### config.mk
export PLATFORM = sky130hd
export DESIGN_NAME = p4_pipe_adder
export DESIGN_NICKNAME = d
export VERILOG_FILES = /design/src/rtl/p4_pkg.sv /design/src/rtl/p4_slice_add.sv /design/src/rtl/p4_pipe_adder.sv
export SDC_FILE = /design/constraint.sdc
export NUM_CORES = 1
export LEC_CHECK = 0
export ABC_AREA = 1
export CAP_MARGIN = 20
export CORE_AREA = 2 2 153 155
export CTS_BUF_LIST = sky130_fd_sc_hd__clkbuf_16
export DETAILED_ROUTE_END_ITERATION = 10
export DIE_AREA = 0 0 155 157
export GPL_ROUTABILITY_DRIVEN = 0
export PLACE_DENSITY = 0.79
export SLEW_MARGIN = 10
export SYNTH_ARGS = -nofsm -noshare
export SYNTH_HDL_FRONTEND = slang
export SYNTH_SLANG_ARGS = --single-unit
### constraint.sdc
create_clock -name clk -period 24.2 [get_ports clk]
set_input_delay 6.05 -clock clk [delete_from_list [all_inputs] [get_ports clk]]
set_output_delay 6.05 -clock clk [all_outputs]
set_load 0.005 [all_outputs]
### src/rtl/p4_pkg.sv
// Shared constants, types and helpers for the pipelined P4 adder.
package p4_pkg;

    localparam int P4_NBITS   = 32;
    localparam int P4_NSTAGES = 4;

    typedef enum logic {
        P4_OP_ADD = 1'b0,
        P4_OP_SUB = 1'b1
    } p4_op_t;

    typedef struct packed {
        logic [P4_NBITS-1:0] sum;
        logic                cout;
        logic                ovf;
    } p4_result_t;

    function automatic int slice_width(input int nbits, input int nstages);
        return nbits / nstages;
    endfunction

endpackage

### src/rtl/p4_slice_add.sv
// Combinational W-bit ripple slice with carry in/out; one instance per pipeline stage.
module p4_slice_add #(
    parameter int W = 8
) (
    input  logic [W-1:0] i_a,
    input  logic [W-1:0] i_b,
    input  logic         i_cin,
    output logic [W-1:0] o_sum,
    output logic         o_cout
);

    assign {o_cout, o_sum} = {1'b0, i_a} + {1'b0, i_b} + {{W{1'b0}}, i_cin};

endmodule

### src/rtl/p4_pipe_adder.sv
// Pipelined slice adder: one SW-bit slice resolved per clock, carry registered between slices.
// Optional output saturation on signed overflow when P4_PIPE_ADDER_SAT_EN is defined.
module p4_pipe_adder
    import p4_pkg::*;
#(
    parameter int NBITS   = P4_NBITS,
    parameter int NSTAGES = P4_NSTAGES
) (
    input  logic             clk,
    input  logic             rst,
    input  logic             in_valid,
    output logic             in_ready,
    input  logic [NBITS-1:0] a,
    input  logic [NBITS-1:0] b,
    input  logic             cin,
    input  logic             sub,
    output logic             out_valid,
    input  logic             out_ready,
    output logic [NBITS-1:0] sum,
    output logic             cout,
    output logic             ovf
);

    localparam int SW = slice_width(NBITS, NSTAGES);

    if ((NSTAGES < 1) || ((NBITS % NSTAGES) != 0)) begin : g_bad_cfg
        $error("p4_pipe_adder: NBITS must be a non-zero multiple of NSTAGES");
    end

    // Register set p feeds stage p; set NSTAGES holds the finished result.
    logic             r_v [NSTAGES+1];
    logic [NBITS-1:0] r_a [NSTAGES+1];
    logic [NBITS-1:0] r_b [NSTAGES+1];
    logic [NBITS-1:0] r_s [NSTAGES+1];
    logic             r_c [NSTAGES+1];

    logic [SW-1:0]    w_slice_sum  [NSTAGES];
    logic             w_slice_cout [NSTAGES];

    p4_op_t           w_op;
    logic [NBITS-1:0] w_b_eff;
    logic             w_cin_eff;
    logic             w_stall;
    logic             w_accept;
    logic [NBITS-1:0] w_sum_raw;
    logic             w_ovf;

    assign w_op      = sub ? P4_OP_SUB : P4_OP_ADD;
    assign w_b_eff   = (w_op == P4_OP_SUB) ? ~b : b;
    assign w_cin_eff = (w_op == P4_OP_SUB) ? 1'b1 : cin;

    // A full output stage that is not being drained freezes every stage, bubbles included.
    assign w_stall  = r_v[NSTAGES] && !out_ready;
    assign in_ready = !w_stall && !rst;
    assign w_accept = in_valid && in_ready;

    genvar gi;
    generate
        for (gi = 0; gi < NSTAGES; gi++) begin : g_slice
            p4_slice_add #(.W(SW)) u_add (
                .i_a    (r_a[gi][gi*SW +: SW]),
                .i_b    (r_b[gi][gi*SW +: SW]),
                .i_cin  (r_c[gi]),
                .o_sum  (w_slice_sum[gi]),
                .o_cout (w_slice_cout[gi])
            );
        end
    endgenerate

    always_ff @(posedge clk) begin
        if (rst) begin
            for (int p = 0; p <= NSTAGES; p++) begin
                r_v[p] <= 1'b0;
                r_a[p] <= '0;
                r_b[p] <= '0;
                r_s[p] <= '0;
                r_c[p] <= 1'b0;
            end
        end else if (!w_stall) begin
            r_v[0] <= w_accept;
            if (w_accept) begin
                r_a[0] <= a;
                r_b[0] <= w_b_eff;
                r_s[0] <= '0;
                r_c[0] <= w_cin_eff;
            end
            for (int k = 0; k < NSTAGES; k++) begin
                r_v[k+1]               <= r_v[k];
                r_a[k+1]               <= r_a[k];
                r_b[k+1]               <= r_b[k];
                r_c[k+1]               <= w_slice_cout[k];
                r_s[k+1]               <= r_s[k];
                r_s[k+1][k*SW +: SW]   <= w_slice_sum[k];
            end
        end
    end

    assign w_sum_raw = r_s[NSTAGES];
    assign w_ovf     = (r_a[NSTAGES][NBITS-1] == r_b[NSTAGES][NBITS-1]) &&
                       (w_sum_raw[NBITS-1] != r_a[NSTAGES][NBITS-1]);

    assign out_valid = r_v[NSTAGES];
    assign cout      = r_c[NSTAGES];
    assign ovf       = w_ovf;

`ifdef P4_PIPE_ADDER_SAT_EN
    // Clamp toward the sign of A: negative operands saturate to the most negative value.
    always_comb begin
        sum = w_sum_raw;
        if (w_ovf) begin
            sum = r_a[NSTAGES][NBITS-1] ? {1'b1, {(NBITS-1){1'b0}}}
                                        : {1'b0, {(NBITS-1){1'b1}}};
        end
    end
`else
    assign sum = w_sum_raw;
`endif

endmodule

==> flow_metrics.tcl <==
set metrics [dict create \
    crit_fanout 22 \
    wl_per_cell_um 11.83 \
    layout_commonest_cell "nor2_1" \
    setup_tns_ps 0 \
    die_area_mm2 0.02434 \
    status "complete, no violations" \
    cts_buffers 25 \
    synth.avg_cell_area_um2 11.01 \
    reg2regPathDepth 4 \
    postSynthCellCount 1019 \
    grt_pass1_vias 5992 \
    rsz0062_at_grt "no" \
    slew_headroom_pct 30.44 \
    hold_path.class "reg -> reg" \
    post-cts-setup-buffers 0 \
    num_io_pins 106 \
    layout_common_cells "nor2_1 (256), edfxtp_1 (252), inv_1 (247)" \
    core_mm2 0.02250 \
    grt_overflow 0 \
    drt-vias-per-instance 4.459 \
    antenna_found_initial 0 \
    ctsHoldBuffers 0 \
    first_pass_iters 5 \
    synth_nets 1125 \
    wl_um 16910 \
    grt_use_total_pct 14.16 \
    yosys_warnings 0 \
    cts_tree "yes" \
    drt_iter0_drc 362 \
    hold_viol_final 0 \
    whs_ps 539.9 \
    ant_nets 0 \
    remaining_drc_errors 0 \
    root_buffer "clkbuf_16" \
    worstHoldPathCells 2 \
    die_h_um 157 \
    nNetsFinal 1233 \
    die_w_um 155 \
    grt_pass1_wl_um 28250 \
    clock-sinks 252 \
    fin_crit_ps 13610 \
    max-vdd-ir-drop_mv 0.04512 \
    grt_start_max_net_pins 122 \
    rows 55 \
    p_leak_nw 5.688 \
    end_kind "output port" \
    synthDistinctLibCells 21 \
    ys_ff_latch 252 \
    drive_above_1_share_pct 4.108 \
    post-route-period-util_pct 56.22 \
    cp-start-kind "input pin" \
    maxCapViolCount 0 \
    path_clk_slew_ps 60 \
    critical_path_class "in -> out" \
    diodes 0 \
    power_mw 0.9532 \
    arrival_ps 7560 \
    tightestPinTransition_ps 1043 \
    max_freq_ghz 0.07350 \
    power.density_mw_per_mm2 71.97 \
    cts_resized 0 \
    cp_data_required_time_ps 18150 \
    syn2layout_area_growth_pct 18.02 \
    numPortBuffers 105 \
    vias 6372 \
    slew_viol_final 0 \
    cts_max_level 1 \
    initial_core_util_pct 49.87 \
    ys_seq_area_share_pct 67.42 \
    clk_latency_ps 520 \
    mappedNetlistArea_mm2 0.01122 \
    dp_hpwl_um 10670 \
    setup_viol 0 \
    skew_ps 10.33 \
    cts.path.max_buffers 3 \
]
==> per-layer routing <==
| metal | share of wire [%] | track usage [%] | up-vias |
|---|---|---|---|
| li1 | - | - | 3397 |
| met1 | 47 | 19.39 | 2771 |
| met2 | 46 | 23.43 | 178 |
| met3 | 5.3 | 2.203 | 26 |
| met4 | 2.0 | 4.630 | 0 |
| met5 | 0 | 0 | - |
==> final timing paths <==
path	start	endpoint	slack (ps)
worst max-delay path	out_ready	in_ready	10590
worst min-delay path	r_b[0][27]	r_b[0][59]	540
worst max register to register	r_v[4]	r_b[0][92]	21450
worst min register to register	r_b[0][27]	r_b[0][59]	540
==> power breakdown <==
part	internal, mW	switching (mW)
logic	0.0389	0.0472
clock network	0.189	0.154
registers	0.515	0.00938
total	0.743	0.210
==> cells in the mapped netlist <==
cell / count / share of area [%]
buf_4: 2 / 0.13
fa_1: 8 / 1.4
xnor2_1: 32 / 2.5
edfxtp_1: 252 / 67
nand2_1: 81 / 2.7
buf_6: 11 / 1.1
clkbuf_1: 5 / 0.17
a21oi_1: 37 / 1.6
inv_2: 2 / 0.067
nor3_1: 6 / 0.27
a21oi_2: 1 / 0.078
buf_2: 13 / 0.58
a31oi_1: 2 / 0.11
nand3_1: 17 / 0.76
o21ai_0: 12 / 0.54
nor3b_1: 1 / 0.067
o21a_1: 7 / 0.47
nor2_1: 256 / 8.6
inv_1: 244 / 8.2
nand4_1: 2 / 0.11
ha_1: 28 / 3.1
==> area by class of cell <==
class	count	area (um2)
multi-input cells	490	2534
clock buffers	25	625.6
repair buffers	112	1131
flip-flops and latches	252	7567
inverters	246	928.4
well taps	285	356.6
clock inverters	19	102.6
fillers	1745	9258
==> state kept, by name, indices dropped and copies added, names as in the netlist <==
register  count
r_a          81
r_b          81
r_s          80
r_c           5
r_v           5
==> per-stage QoR <==
stage                     setup WS [ps]  cell area (um2)  cells  util [%]
after floorplan                   11710            11220   1019         -
after global placement            10600            12470   1383     55.41
after detailed placement          10600            12470   1383     55.41
after CTS                         10590            13200   1427     58.65
after global routing              10530            13250   1429     58.86
final                             10590            13250   1429     58.86
==> kinds of logic after synthesis <==
group           share of synthesized area (%)
xor+xnor                                2.497
flops                                   67.42
fa+ha+maj                               4.548
compound gates                          2.843
buf+inv                                 10.21
simple gates                            12.47
==> critical path, cell delays in order <==
cell	delay, ps
clkdlybuf4s50_1	470
inv_2	60
a21oi_2	110
buf_4	300
clkdlybuf4s50_1	560
No activity file was read; power rests on OpenSTA's default activity.
